==> src/rtl/fb_board_painter_if.sv <==
// Connection bundle between the board painter, its control source, the sprite mask ROM and the
// framebuffer RAM write port.
interface fb_board_painter_if;
  logic         start;
  logic [255:0] board;
  logic [5:0]   cursor_sq;
  logic [14:0]  sprite_addr;
  logic         sprite_data;
  logic         wr_en;
  logic [18:0]  wr_addr;
  logic [23:0]  wr_data;
  logic         busy;
  logic         done;

  modport master (
    input  start, board, cursor_sq, sprite_data,
    output sprite_addr, wr_en, wr_addr, wr_data, busy, done
  );

  modport slave (
    output start, board, cursor_sq, sprite_data,
    input  sprite_addr, wr_en, wr_addr, wr_data, busy, done
  );
endinterface

==> src/rtl/fb_board_painter.sv <==
// Sweeps the framebuffer once per start pulse, painting background, chess squares and sprites.
// Optional cursor ring on the selected square when CURSOR_HIGHLIGHT_EN is defined.
module fb_board_painter #(
  parameter int unsigned ScreenWidth  = 640,
  parameter int unsigned ScreenHeight = 480,
  parameter int unsigned BoardX0      = 80,
  parameter int unsigned SqSize       = 60,
  parameter logic [23:0] BgColor      = 24'h202020,
  parameter logic [23:0] LightSq      = 24'hEEEED2,
  parameter logic [23:0] DarkSq       = 24'h769656,
  parameter logic [23:0] WhitePc      = 24'hFFFFFF,
  parameter logic [23:0] BlackPc      = 24'h000000,
  parameter logic [23:0] HlColor      = 24'hF6F669
) (
  input  logic               vga_clk,
  input  logic               reset_n,
  fb_board_painter_if.master fb_io
);
  localparam logic [9:0] XLast   = 10'(ScreenWidth - 1);
  localparam logic [8:0] YLast   = 9'(ScreenHeight - 1);
  localparam logic [9:0] XBoard0 = 10'(BoardX0);
  localparam logic [9:0] XBoard1 = 10'(BoardX0 + 8 * SqSize);
  localparam logic [5:0] PLast   = 6'(SqSize - 1);

  typedef enum logic [2:0] {StIdle, StRun, StDrainA, StDrainB, StDone} state_e;

  state_e       state_q, state_d;
  logic [9:0]   x_q, x_d;
  logic [8:0]   y_q, y_d;
  logic [2:0]   col_q, col_d, row_q, row_d;
  logic [5:0]   px_q, px_d, py_q, py_d;
  logic [18:0]  pix_addr_q, pix_addr_d;
  logic [255:0] board_q;
  logic         accept, in_board, last_pix;

  assign accept   = (state_q == StIdle) && fb_io.start;
  assign in_board = (x_q >= XBoard0) && (x_q < XBoard1);
  assign last_pix = (x_q == XLast) && (y_q == YLast);

  always_comb begin
    state_d = state_q;
    unique case (state_q)
      StIdle:   if (fb_io.start) state_d = StRun;
      StRun:    if (last_pix) state_d = StDrainA;
      StDrainA: state_d = StDrainB;
      StDrainB: state_d = StDone;
      StDone:   state_d = StIdle;
      default:  state_d = StIdle;
    endcase
  end

  // Board-relative counters only advance inside the board and restart at every line wrap.
  always_comb begin
    x_d        = x_q;
    y_d        = y_q;
    col_d      = col_q;
    row_d      = row_q;
    px_d       = px_q;
    py_d       = py_q;
    pix_addr_d = pix_addr_q;
    if (accept) begin
      x_d        = '0;
      y_d        = '0;
      col_d      = '0;
      row_d      = '0;
      px_d       = '0;
      py_d       = '0;
      pix_addr_d = '0;
    end else if (state_q == StRun) begin
      pix_addr_d = last_pix ? '0 : pix_addr_q + 19'd1;
      if (x_q == XLast) begin
        x_d   = '0;
        px_d  = '0;
        col_d = '0;
        if (y_q == YLast) begin
          y_d   = '0;
          py_d  = '0;
          row_d = '0;
        end else begin
          y_d = y_q + 9'd1;
          if (py_q == PLast) begin
            py_d  = '0;
            row_d = row_q + 3'd1;
          end else begin
            py_d = py_q + 6'd1;
          end
        end
      end else begin
        x_d = x_q + 10'd1;
        if (in_board) begin
          if (px_q == PLast) begin
            px_d  = '0;
            col_d = col_q + 3'd1;
          end else begin
            px_d = px_q + 6'd1;
          end
        end
      end
    end
  end

  always_ff @(posedge vga_clk or negedge reset_n) begin
    if (!reset_n) begin
      state_q    <= StIdle;
      x_q        <= '0;
      y_q        <= '0;
      col_q      <= '0;
      row_q      <= '0;
      px_q       <= '0;
      py_q       <= '0;
      pix_addr_q <= '0;
      board_q    <= '0;
    end else begin
      state_q    <= state_d;
      x_q        <= x_d;
      y_q        <= y_d;
      col_q      <= col_d;
      row_q      <= row_d;
      px_q       <= px_d;
      py_q       <= py_d;
      pix_addr_q <= pix_addr_d;
      if (accept) board_q <= fb_io.board;
    end
  end

  // S0: piece lookup and sprite fetch for the pixel at the counters.
  logic [3:0] code;
  logic [2:0] ptype;
  logic       hl_s0;

  assign code              = board_q[{row_q, col_q, 2'b00} +: 4];
  assign ptype             = code[2:0];
  assign fb_io.sprite_addr = (state_q == StRun) ? {ptype - 3'd1, py_q, px_q} : '0;

`ifdef CURSOR_HIGHLIGHT_EN
  localparam logic [5:0] HlLo = 6'd3;
  localparam logic [5:0] HlHi = 6'(SqSize - 4);
  logic [5:0] cursor_q;

  always_ff @(posedge vga_clk or negedge reset_n) begin
    if (!reset_n) cursor_q <= '0;
    else if (accept) cursor_q <= fb_io.cursor_sq;
  end

  assign hl_s0 = ({row_q, col_q} == cursor_q) &&
                 (px_q < HlLo || px_q > HlHi || py_q < HlLo || py_q > HlHi);
`else
  logic unused_cursor;
  assign unused_cursor = ^fb_io.cursor_sq;
  assign hl_s0         = 1'b0;
`endif

  // S1: sprite bit is now valid; pick the colour and register the RAM write.
  logic        s1_valid_q, s1_outside_q, s1_piece_q, s1_black_q, s1_light_q, s1_hl_q;
  logic [18:0] s1_addr_q;
  logic        wr_en_q;
  logic [18:0] wr_addr_q;
  logic [23:0] wr_data_q, colour;

  always_comb begin
    colour = s1_light_q ? LightSq : DarkSq;
    if (s1_outside_q) colour = BgColor;
    else if (s1_piece_q && fb_io.sprite_data) colour = s1_black_q ? BlackPc : WhitePc;
    else if (s1_hl_q) colour = HlColor;
  end

  always_ff @(posedge vga_clk or negedge reset_n) begin
    if (!reset_n) begin
      s1_valid_q   <= 1'b0;
      s1_outside_q <= 1'b0;
      s1_piece_q   <= 1'b0;
      s1_black_q   <= 1'b0;
      s1_light_q   <= 1'b0;
      s1_hl_q      <= 1'b0;
      s1_addr_q    <= '0;
      wr_en_q      <= 1'b0;
      wr_addr_q    <= '0;
      wr_data_q    <= '0;
    end else begin
      s1_valid_q   <= (state_q == StRun);
      s1_outside_q <= !in_board;
      s1_piece_q   <= (ptype != 3'd0);
      s1_black_q   <= code[3];
      s1_light_q   <= !(row_q[0] ^ col_q[0]);
      s1_hl_q      <= hl_s0;
      s1_addr_q    <= pix_addr_q;
      wr_en_q      <= s1_valid_q;
      if (s1_valid_q) begin
        wr_addr_q <= s1_addr_q;
        wr_data_q <= colour;
      end
    end
  end

  assign fb_io.wr_en   = wr_en_q;
  assign fb_io.wr_addr = wr_addr_q;
  assign fb_io.wr_data = wr_data_q;
  assign fb_io.busy    = (state_q == StRun) || (state_q == StDrainA) || (state_q == StDrainB);
  assign fb_io.done    = (state_q == StDone);
endmodule

==> src/flat_wrapper.sv <==
// flat-port wrapper written by rule: the top's interface ports become plain ports
module fb_board_painter_flat 
#(
  parameter int unsigned ScreenWidth  = 640,
  parameter int unsigned ScreenHeight = 480,
  parameter int unsigned BoardX0      = 80,
  parameter int unsigned SqSize       = 60,
  parameter logic [23:0] BgColor      = 24'h202020,
  parameter logic [23:0] LightSq      = 24'hEEEED2,
  parameter logic [23:0] DarkSq       = 24'h769656,
  parameter logic [23:0] WhitePc      = 24'hFFFFFF,
  parameter logic [23:0] BlackPc      = 24'h000000,
  parameter logic [23:0] HlColor      = 24'hF6F669
)
  (vga_clk, reset_n, fb_io_start, fb_io_board, fb_io_cursor_sq, fb_io_sprite_data, fb_io_sprite_addr, fb_io_wr_en, fb_io_wr_addr, fb_io_wr_data, fb_io_busy, fb_io_done);
  fb_board_painter_if fb_io_i ();
  input  logic vga_clk;
  input  logic reset_n;
  input wire logic [$bits(fb_io_i.start)-1:0] fb_io_start;
  input wire logic [$bits(fb_io_i.board)-1:0] fb_io_board;
  input wire logic [$bits(fb_io_i.cursor_sq)-1:0] fb_io_cursor_sq;
  input wire logic [$bits(fb_io_i.sprite_data)-1:0] fb_io_sprite_data;
  output wire logic [$bits(fb_io_i.sprite_addr)-1:0] fb_io_sprite_addr;
  output wire logic [$bits(fb_io_i.wr_en)-1:0] fb_io_wr_en;
  output wire logic [$bits(fb_io_i.wr_addr)-1:0] fb_io_wr_addr;
  output wire logic [$bits(fb_io_i.wr_data)-1:0] fb_io_wr_data;
  output wire logic [$bits(fb_io_i.busy)-1:0] fb_io_busy;
  output wire logic [$bits(fb_io_i.done)-1:0] fb_io_done;
  assign fb_io_i.start = fb_io_start;
  assign fb_io_i.board = fb_io_board;
  assign fb_io_i.cursor_sq = fb_io_cursor_sq;
  assign fb_io_i.sprite_data = fb_io_sprite_data;
  assign fb_io_sprite_addr = fb_io_i.sprite_addr;
  assign fb_io_wr_en = fb_io_i.wr_en;
  assign fb_io_wr_addr = fb_io_i.wr_addr;
  assign fb_io_wr_data = fb_io_i.wr_data;
  assign fb_io_busy = fb_io_i.busy;
  assign fb_io_done = fb_io_i.done;
  fb_board_painter #(.ScreenWidth(ScreenWidth), .ScreenHeight(ScreenHeight), .BoardX0(BoardX0), .SqSize(SqSize), .BgColor(BgColor), .LightSq(LightSq), .DarkSq(DarkSq), .WhitePc(WhitePc), .BlackPc(BlackPc), .HlColor(HlColor)) u_core (.vga_clk(vga_clk), .reset_n(reset_n), .fb_io(fb_io_i));
endmodule
==> config.mk <==
export PLATFORM = sky130hd
export DESIGN_NAME = fb_board_painter_flat
export DESIGN_NICKNAME = d
export VERILOG_FILES = /design/src/rtl/fb_board_painter_if.sv /design/src/rtl/fb_board_painter.sv /design/src/flat_wrapper.sv
export SDC_FILE = /design/constraint.sdc
export NUM_CORES = 1
export LEC_CHECK = 0
export CORE_MARGIN = 2
export CORE_UTILIZATION = 52
export DETAILED_ROUTE_END_ITERATION = 8
export PLACE_DENSITY = 0.8
export SYNTH_ARGS = -nofsm -noshare
export SYNTH_HDL_FRONTEND = slang
export SYNTH_SLANG_ARGS = --single-unit
==> constraint.sdc <==
create_clock -name vga_clk -period 3.8 [get_ports vga_clk]
set_clock_uncertainty 0.2 [all_clocks]
set_input_delay 0.95 -clock vga_clk [delete_from_list [all_inputs] [get_ports vga_clk]]
set_output_delay 0.95 -clock vga_clk [all_outputs]
set_load 0.01 [all_outputs]
==> results of run 1 <==
cells by family after synthesis:
family / count (synthesis)
and+or+nand+nor: 980
buffers and inverters: 131
DFF: 366
xor gates and xnor gates: 10
adders and majority gates: 10
AOI/OAI and AO/OA: 126
muxes: 110
flip-flops by register name (all words and copies together) (netlist names):
register,count
u_core.board_q,256
u_core.fb_io.wr_addr,19
u_core.pix_addr_q,19
u_core.s1_addr_q,19
u_core.x_q,10
u_core.y_q,9
u_core.fb_io.wr_data,7
u_core.px_q,6
u_core.py_q,6
u_core.col_q,3
u_core.row_q,3
u_core.state_q,3
u_core.fb_io.wr_en,1
u_core.s1_black_q,1
u_core.s1_light_q,1
u_core.s1_outside_q,1
u_core.s1_piece_q,1
u_core.s1_valid_q,1
placed cells by master (no fill, tap or decap), types with 5 or more instances in the layout:
master	Yosys	final
nand4_1	8	8
nand3_1	22	21
nand2_1	821	821
clkinv_2	0	7
bufinv_16	0	6
mux2i_1	16	15
nor3_1	11	10
a41oi_1	5	5
nor2_1	49	47
ha_1	10	8
clkbuf_16	0	40
buf_12	0	11
and2_1	11	11
nor2b_1	8	7
mux2_2	28	27
or3_1	6	6
a22o_1	5	5
a21oi_1	21	20
nand2b_1	10	10
o21ai_1	6	6
inv_1	13	13
o21ai_0	42	42
o31ai_1	5	5
clkbuf_1	71	5
buf_6	7	9
buf_4	22	44
xor2_1	8	8
clkdlybuf4s50_1	0	316
dfrtp_1	366	363
a31oi_1	19	18
and3_1	6	6
mux4_2	65	65
worst reg2reg max path, delay by kind of cell (launching register included):
family	cells	cell delay, ns
AOI/OAI and AO/OA	2	1.03
buffers and inverters	5	0.72
muxes	2	0.41
DFF	1	0.50
and+or+nand+nor	1	0.08
timing repair:
item	CTS	global route
pin swaps	3	5
buffers inserted	7	2
setup endpoints to repair	13	3
gates resized for setup	26	16
cloned	0	1
final timing paths:
kind                                       startpoint  slack [ns]                      end
worst max register to register        u_core.col_q[0]        0.68        u_core.s1_black_q
max in group asynchronous                     reset_n        2.30  u_core.fb_io.wr_addr[1]
worst min-delay path                          reset_n        0.17      u_core.board_q[142]
min in group vga_clk            u_core.pix_addr_q[11]        0.24     u_core.s1_addr_q[11]
worst max-delay path                  u_core.col_q[0]       -0.55    fb_io_sprite_addr[14]
worst min register to register  u_core.pix_addr_q[11]        0.24     u_core.s1_addr_q[11]
cell type report:
class | instances | area (sq um) | share of cell area, %
Clock buffer | 48 | 1050 | 4.78
Clock inverter | 21 | 285 | 1.30
Sequential cell | 366 | 9170 | 41.7
Multi-Input combinational cell | 1236 | 7030 | 32.0
Inverter | 15 | 61.3 | 0.279
Timing Repair Buffer | 384 | 3860 | 17.6
Antenna cell | 2 | 5.00 | 0.0228
Tap cell | 402 | 503 | 2.29
per-layer routing:
layer  global-route usage (%)  routed length, um
met4                     11.6               2080
met1                     37.2              18400
met3                     5.15               3600
met5                        0                  0
met2                     45.1              22100
power by group:
group | switching (mW) | internal [mW] | leakage (nW)
clock network | 1.56 | 2.39 | 0.656
registers | 1.19 | 5.61 | 4.63
logic | 3.49 | 3.24 | 5.10
per-stage QoR:
step	setup slack (ns)	util, %
floorplan	0.147	-
detailed placement	-0.459	64.5
CTS	-0.509	69.1
global route	-0.652	69.4
global placement	-0.529	64.5
finish	-0.545	69.4
==> results.ini, run 1 <==
[status]
status = finished with violations
violations = setup timing

[cts]
insertion_delay_ns = 0.52
cts_root_buffer = clkbuf_16
htree_num_levels = 2
clkTransAtPathRegs_ns = 0.07
clock_path_buffers = 3
clock-sinks = 366
hold_buffers = 0
cts_buffers = 38
cts_tree = done

[finish]
drive_gt1_share_pct = 12.2
nFillCells = 2255
nNetsFinal = 2317
design_area_sq_um = 22000
fin_cells = 2474
area_growth_syn_to_layout_pct = 31.2

[hold_path]
hold_class = primary input to asynchronous set/reset pin

[synth]
synthAdderAreaFrac_pct = 0.747
post_synth_xor_area_fraction_pct = 0.523
synth_compound_area_share_pct = 4.77
synth-edff-count = 0
synth_warnings = 0
yosysSeqAreaShare_pct = 54.7
syn_area_sq_um = 16700
synth_top_family_by_area = simple AND/OR/NAND/NOR gates
synth_ff_type = dfrtp_1
yosysUniqueCellTypes = 66
async_flop_share_pct = 100
synthTopCellsByCount = nand2_1, dfrtp_1, clkbuf_1
synth_cells = 1733
syn-num-nets = 2009
yosys.area_share.simple_pct = 23.8
yosysMostFrequentCell = nand2_1
ys_ff_latch = 366
synth_area_leader_cell = dfrtp_1
synthMuxAreaShare_pct = 11.6
synth_top_area_share_pct = 54.7
synthTopCellsByArea = dfrtp_1, nand2_1, mux4_2, mux2_2, clkbuf_1
avgSynthCellArea_sq_um = 9.66

[worst_setup_path]
worstPathMaxFanout = 6
worstRegToRegCells = 10
critPathKind = flop to output port
path_cells = buf_12 > mux4_2 > mux4_2 > nor2b_4 > nor3_2 > a21oi_1 > ha_2 > ha_4 > nor2_4 > buf_6
crit_top_cell = mux4_2
startpoint_type = flop
crit_buf_inv = 2
critPathRequiredTime_ns = 2.65
cp_slowest_stage_delay_ns = 0.54
arrival_ns = 3.20
cp_slowest_cell = mux4_2
cp.depth = 10
cp_top_family = multiplexers
worst_setup_path_end_kind = output port

[global_routing]
grt_use_total_pct = 27.8
grt_start_max_net_pins = 258
overflow = 0
grt_pass1_wl_um = 73200
antenna_found_initial = 2
grt_pass1_vias = 14163

[routing]
routed_via_density = 5.62
drt.antenna.violating_nets = 0
num_vias = 13899
drt-pass1-iter-count = 7
wl_per_cell_um = 18.7
routed_wl_um = 46200
drt_iter0_drc = 1208
drc = 0

[sta]
fin_crit_sh_pct = 114
maxSlewViolCount = 0
timing.hold.ws_ns = 0.173
rsz0062_at_grt = true
fin_setup_tns_ns = -1.17
hold_viol = 0
min_period_ns = 4.35
fmax_ghz = 0.230
tightestPinTransition_ns = 1.24
setup_viol = 3
timing.final.ws_setup_ns = -0.545
max_slew_margin_pct = 17.4

[placement]
placedCellCount = 2393
post_dp_cell_area_sq_um = 20400
routabilityCongestion = 0.880
port_buffers = 320
post-dp-hpwl_um = 32100

[floorplanning]
io_pins = 327
die_height_um = 183
coreArea_sq_um = 31600
die_w_um = 183
rows = 65
design.die.area_sq_um = 33700
initial_core_util_pct = 52.9

[power]
ir_drop_v = 0.000428
p_leak_nw = 10.4
power_mw = 17.5
power_density_nw_per_um2 = 796

[flow_run]
max_cap_violations = 0

Power figures use the tool's default switching activity.
==> inputs of run 2 (changes only) <==
--- a/config.mk
+++ b/config.mk
@@ -5,7 +5,7 @@
 export SDC_FILE = /design/constraint.sdc
 export NUM_CORES = 1
 export LEC_CHECK = 0
-export CORE_MARGIN = 2
+export CORE_MARGIN = 8
 export CORE_UTILIZATION = 52
 export DETAILED_ROUTE_END_ITERATION = 8
 export PLACE_DENSITY = 0.8
==> results.ini, run 2 (synthesized netlist as in run 1, its figures left out) <==
[status]
status = finished with violations  ; unchanged
violations = setup timing  ; unchanged

[worst_setup_path]
cp_slowest_stage_delay_ns = 0.54  ; about the same
startpoint_type = flop  ; unchanged
critPathRequiredTime_ns = 2.65  ; about the same
r2r_slack_ns = 0.95  ; was 0.68 ns
crit_path_start = u_core.col_q[0]  ; unchanged
worstReg2RegStart = u_core.x_q[0]  ; was u_core.col_q[0]
cp_slowest_cell = mux4_2  ; unchanged
arrival_ns = 3.18  ; was 3.20 ns
crit_top_cell = mux4_2  ; unchanged
critPathCapture = fb_io_sprite_addr[14]  ; unchanged
path_cells = buf_12 > mux4_2 > mux4_2 > nor2b_2 > nor3_2 > a21oi_1 > ha_2 > ha_4 > nor2_4 > buf_6  ; was buf_12 > mux4_2 > mux4_2 > nor2b_4 > nor3_2 > a21oi_1 > ha_2 > ha_4 > nor2_4 > buf_6
worstRegToRegCells = 7  ; was 10
r2r-end = u_core.pix_addr_q[3]  ; was u_core.s1_black_q
critPathKind = flop to output port  ; unchanged
worstPathMaxFanout = 6  ; unchanged
worst_setup_path_end_kind = output port  ; unchanged

[sta]
fmax_ghz = 0.231  ; was 0.230 GHz
rsz0062_at_grt = true  ; unchanged
max_slew_margin_pct = 25.0  ; was 17.4%
hold_viol = 0  ; unchanged
fin_crit_sh_pct = 114  ; about the same
maxSlewViolCount = 0  ; unchanged
tightestPinTransition_ns = 1.12  ; was 1.24 ns
min_period_ns = 4.33  ; was 4.35 ns
setup_viol = 3  ; unchanged
fin_setup_tns_ns = -1.07  ; was -1.17 ns
timing.final.ws_setup_ns = -0.532  ; was -0.545 ns

[global_routing]
grt_pass1_wl_um = 76100  ; was 73,200 um
grt_pass1_vias = 14271  ; was 14,163
grt_use_total_pct = 24.9  ; was 27.8%
grt-busiest-layer = met2  ; unchanged
grt_start_max_net_pins = 153  ; was 258
grt_use_met3_pct = 6.10  ; was 5.15%
globalRouteMet2Util_pct = 40.7  ; was 45.1%
overflow = 0  ; unchanged
use_met1_pct = 31.7  ; was 37.2%
antenna_found_initial = 5  ; was 2

[power]
p_leak_nw = 10.4  ; about the same
power_mw = 17.5  ; about the same
clockPowerShare_pct = 22.2  ; was 22.6%
swShare_pct = 35.5  ; was 35.7%
p_int_mw = 11.3  ; was 11.2 mW
power_density_nw_per_um2 = 793  ; was 796 nW/um^2
power_frac_seq_pct = 39.1  ; was 38.9%
pwr-share-comb_pct = 38.7  ; was 38.5%
netSwitchingPower_mw = 6.21  ; was 6.24 mW
ir_drop_v = 0.000496  ; was 0.000428 V

[cts]
htree_num_levels = 2  ; unchanged
clkTransAtPathRegs_ns = 0.06  ; was 0.07 ns
cts_root_buffer = clkbuf_16  ; unchanged
cts_tree = done  ; unchanged
clock_path_buffers = 3  ; unchanged
insertion_delay_ns = 0.52  ; about the same
clock-sinks = 366  ; unchanged
hold_buffers = 0  ; unchanged
cts_buffers = 40  ; was 38

[placement]
placedCellCount = 2399  ; was 2,393
post-dp-hpwl_um = 34100  ; was 32,100 um
port_buffers = 320  ; unchanged
routabilityCongestion = 0.879  ; was 0.880

[floorplanning]
initial_core_util_pct = 52.9  ; unchanged
die_height_um = 195  ; was 183 um
coreArea_sq_um = 31600  ; unchanged
io_pins = 327  ; unchanged
rows = 65  ; unchanged
design.die.area_sq_um = 38200  ; was 33,700 sq um
die_w_um = 195  ; was 183 um

[routing]
drt.antenna.violating_nets = 0  ; unchanged
routed_via_density = 5.53  ; was 5.62
drt_iter0_drc = 1363  ; was 1,208
routed_wl_um = 48100  ; was 46,200 um
wl_per_cell_um = 19.4  ; was 18.7 um
drc = 0  ; unchanged
drt-pass1-iter-count = 7  ; unchanged
num_vias = 13737  ; was 13,899

[finish]
fin_cells = 2485  ; was 2,474
mostFrequentLayoutCells = nand2_1, dfrtp_1, clkdlybuf4s50_1  ; unchanged
final_common_cell = nand2_1  ; unchanged
largest_register = u_core.board_q  ; unchanged
drive_gt1_share_pct = 12.3  ; was 12.2%
nNetsFinal = 2327  ; was 2,317
largest_reg_flops = 256  ; unchanged
area_growth_syn_to_layout_pct = 31.5  ; was 31.2%

[flow_run]
max_cap_violations = 0  ; unchanged

[hold_path]
hold_class = primary input to asynchronous set/reset pin  ; unchanged

run 2: cell count changes in the layout (fill, tap and decap cells not counted), moves of 4 or more:
cell | before | now
buf_6 | 9 | 3
clkbuf_8 | 4 | 10
buf_4 | 44 | 57
clkbuf_1 | 5 | 9
run 2: worst min-delay path by stage:
stage	from	to	depth (start not counted)
2_1_floorplan	u_core.pix_addr_q[18]	u_core.s1_addr_q[18]	0
3_3_place_gp	u_core.pix_addr_q[11]	u_core.s1_addr_q[11]	0
3_5_place_dp	u_core.pix_addr_q[11]	u_core.s1_addr_q[11]	0
4_1_cts	reset_n	u_core.board_q[171]	1
5_1_grt	reset_n	u_core.board_q[171]	1
6_report	reset_n	u_core.board_q[171]	1
run 2: final cells by class:
class	instances	area, sq um
flip-flops and latches	366	9170
repair buffers	392	3950
clock inverters	9	125
inverters	15	61.3
diodes	5	12.5
fillers	2246	9610
multi-input cells	1236	7010
well taps	402	503
clock buffers	60	1200
run 2: repair_timing:
action                     in CTS  in global routing
setup endpoints to repair      13                  3
cloned                          1                  1
pin swaps                       3                  5
setup buffers                   5                  5
resized for setup              27                  8
run 2: metal layers:
layer / wire [um] / up-vias / share of wire [%]
li1: - / 6345 / -
met1: 19500 / 6679 / 41
met2: 23000 / 626 / 48
met3: 3990 / 87 / 8.3
met4: 1620 / 0 / 3.4
met5: 0 / - / 0
run 2: through the flow:
step / hold slack, ns / util, % / setup WS (ns) / instance area (sq um)
final: 0.209 / 69.6 / -0.532 / 22000
after floorplan: 0.192 / - / 0.147 / 16700
after detailed placement: 0.227 / 64.7 / -0.572 / 20500
after global routing: 0.243 / 69.6 / -0.632 / 22000
after CTS: 0.232 / 69.3 / -0.533 / 21900
after global placement: 0.211 / 64.7 / -0.577 / 20500
run 2: power by group through the flow:
stage | Clock, mW | Sequential, mW | Combinational [mW]
detailed placement | 0 | 6.84 | 6.32
floorplan | 0 | 6.39 | 4.40
global route | 4.13 | 7.02 | 7.43
global placement | 0 | 6.74 | 6.10
finish | 3.88 | 6.83 | 6.76
CTS | 3.94 | 6.80 | 6.61
run 2: worst max-delay path: cells and delay by family, from the launching register on:
kind            cells  cell delay (ns)
flops               1             0.43
mux                 2             1.06
simple gates        3             0.34
fa+ha+maj           2             0.41
buf+inv             2             0.28
compound gates      1             0.15
==> inputs of run 3 (changes only) <==
--- a/config.mk
+++ b/config.mk
@@ -7,8 +7,10 @@
 export LEC_CHECK = 0
 export CORE_MARGIN = 8
 export CORE_UTILIZATION = 52
+export CTS_CLUSTER_DIAMETER = 120
 export DETAILED_ROUTE_END_ITERATION = 8
 export PLACE_DENSITY = 0.8
+export SETUP_SLACK_MARGIN = 0.3
 export SYNTH_ARGS = -nofsm -noshare
 export SYNTH_HDL_FRONTEND = slang
 export SYNTH_SLANG_ARGS = --single-unit
==> constraint.sdc (replaced) <==
create_clock -name vga_clk -period 3.8 [get_ports vga_clk]
set_clock_uncertainty 0.2 [all_clocks]
set_input_delay 0.76 -clock vga_clk [delete_from_list [all_inputs] [get_ports vga_clk]]
set_output_delay 0.76 -clock vga_clk [all_outputs]
set_load 0.01 [all_outputs]
==> results.ini, run 3 (synthesized netlist as in run 1, its figures left out) <==
[sta]
rsz0062_at_grt = true  ; unchanged
setup_viol = 2  ; was 3
timing.hold.ws_ns = 0.0470  ; was 0.209 ns
fmax_ghz = 0.240  ; was 0.231 GHz
max_slew_margin_pct = 24.9  ; was 25.0%
hold_viol = 0  ; unchanged
fin_crit_sh_pct = 110  ; was 114%
maxSlewViolCount = 0  ; unchanged
fin_setup_tns_ns = -0.556  ; was -1.07 ns
timing.final.ws_setup_ns = -0.375  ; was -0.532 ns
min_period_ns = 4.17  ; was 4.33 ns
tightestPinTransition_ns = 1.13  ; was 1.12 ns

[worst_setup_path]
startpoint_type = flop  ; unchanged
worstPathMaxFanout = 4  ; was 6
worstReg2RegStart = u_core.x_q[0]  ; unchanged
critPathKind = flop to output port  ; unchanged
cp_top_family = multiplexers  ; unchanged
critPathRequiredTime_ns = 2.84  ; was 2.65 ns
worst_setup_path_end_kind = output port  ; unchanged
cp_slowest_cell = mux4_2  ; unchanged
cp_slowest_stage_delay_ns = 0.55  ; was 0.54 ns
crit_buf_inv = 3  ; was 2
arrival_ns = 3.21  ; was 3.18 ns
crit_path_start = u_core.col_q[0]  ; unchanged
path_cells = buf_6 > buf_4 > mux4_2 > mux4_2 > o2111ai_2 > o31a_1 > ha_4 > nor2_4 > buf_6  ; was buf_12 > mux4_2 > mux4_2 > nor2b_2 > nor3_2 > a21oi_1 > ha_2 > ha_4 > nor2_4 > buf_6

[cts]
hold_buffers = 0  ; unchanged
cts_root_buffer = clkbuf_16  ; unchanged
htree_num_levels = 2  ; unchanged
clkTransAtPathRegs_ns = 0.06  ; about the same
cts_tree = done  ; unchanged
clock-sinks = 366  ; unchanged
insertion_delay_ns = 0.52  ; about the same
clock_path_buffers = 3  ; unchanged
cts_buffers = 38  ; was 40

[global_routing]
grt_pass1_wl_um = 76700  ; was 76,100 um
grt_pass1_vias = 14443  ; was 14,271
overflow = 0  ; unchanged
antenna_found_initial = 4  ; was 5
grt_start_max_net_pins = 171  ; was 153
grt_use_total_pct = 25.0  ; was 24.9%

[status]
status = finished with violations  ; unchanged
violations = setup timing  ; unchanged

[routing]
num_vias = 13781  ; was 13,737
wl_per_cell_um = 19.5  ; was 19.4 um
routed_via_density = 5.57  ; was 5.53
drt_iter0_drc = 1160  ; was 1,363
drt.antenna.violating_nets = 0  ; unchanged
drt-pass1-iter-count = 7  ; unchanged
routed_wl_um = 48300  ; was 48,100 um
drc = 0  ; unchanged

[power]
p_leak_nw = 10.4  ; about the same
power_frac_seq_pct = 38.8  ; was 39.1%
netSwitchingPower_mw = 6.24  ; was 6.21 mW
pwr-share-comb_pct = 38.9  ; was 38.7%
clockPowerShare_pct = 22.3  ; was 22.2%
swShare_pct = 35.6  ; was 35.5%
ir_drop_v = 0.000433  ; was 0.000496 V
p_int_mw = 11.3  ; about the same
power_mw = 17.5  ; about the same
power_density_nw_per_um2 = 796  ; was 793 nW/um^2

[placement]
routabilityCongestion = 0.883  ; was 0.879
port_buffers = 320  ; unchanged
post-dp-hpwl_um = 34100  ; about the same
dp_slack_ns = -0.375  ; was -0.572 ns
placedCellCount = 2388  ; was 2,399

[finish]
fin_cells = 2475  ; was 2,485
nFillCells = 2259  ; was 2,246
drive_gt1_share_pct = 12.4  ; was 12.3%
nNetsFinal = 2317  ; was 2,327
largest_reg_flops = 256  ; unchanged
largest_register = u_core.board_q  ; unchanged
area_growth_syn_to_layout_pct = 31.5  ; about the same
mostFrequentLayoutCells = nand2_1, dfrtp_1, clkdlybuf4s50_1  ; unchanged
final_common_cell = nand2_1  ; unchanged

[floorplanning]
coreArea_sq_um = 31600  ; unchanged
initial_core_util_pct = 52.9  ; unchanged
design.die.area_sq_um = 38200  ; unchanged
die_w_um = 195  ; unchanged
die_height_um = 195  ; unchanged
io_pins = 327  ; unchanged
rows = 65  ; unchanged

[hold_path]
hold_class = primary input to asynchronous set/reset pin  ; unchanged

[flow_run]
max_cap_violations = 0  ; unchanged

## run 3: power by group through the flow
stage               logic [mW]  registers [mW]  clock network (mW)
finish                    6.81            6.81                3.91
global route              7.47            6.99                4.10
CTS                       6.68            6.78                3.96
detailed placement        6.26            6.85                   0
global placement          6.05            6.75                   0
floorplan                 4.40            6.39                   0
## run 3: worst register-to-register path, stage by stage (launching register included)
cell and delay, ns:
dfrtp_1 0.42, ha_1 0.29, and4bb_1 0.27, and3_1 0.27, a21oi_2 0.87, buf_4 0.30
a21oi_1 0.07, o21ai_0 0.16
## run 3: worst paths after layout
check,to,slack [ns],cells past startpoint
hold / removal,u_core.board_q[167],0.05,1
setup / recovery,fb_io_sprite_addr[14],-0.37,9
max in group asynchronous,u_core.board_q[47],2.40,2
setup reg to reg,u_core.pix_addr_q[3],0.87,7
hold reg to reg,u_core.s1_addr_q[11],0.24,0
min in group vga_clk,u_core.s1_addr_q[11],0.24,0
## run 3: cell type report
type                       instances  area, sq um  share of cell area (%)
antenna                            4         10.0                  0.0455
clock buffer                      52         1100                    5.02
clock inverter                    16          218                   0.989
inverter                          15         61.3                   0.278
multi-input combinational       1236         7060                    32.1
sequential                       366         9170                    41.6
tap                              402          503                    2.28
timing repair buffer             384         3890                    17.7
## run 3: per-layer routing
metal	global-route usage, %	wire length, um	vias to the layer above
met4	9.57	1810	0
met1	31.7	19400	6767
met2	41.8	23500	583
li1	-	-	6329
met3	5.21	3560	102
met5	0	0	-
## run 3: stage by stage
stage / utilization [%] / area [sq um]
2_1_floorplan: - / 16700
3_3_place_gp: 64.4 / 20400
3_5_place_dp: 64.4 / 20400
4_1_cts: 69.2 / 21900
5_1_grt: 69.6 / 22000
6_report: 69.6 / 22000
## run 3: repair_timing
action,in CTS,in global routing
resized for setup,33,10
pin swaps,4,7
endpoints found under the setup margin,14,9
setup buffers,10,3
gates cloned,1,1
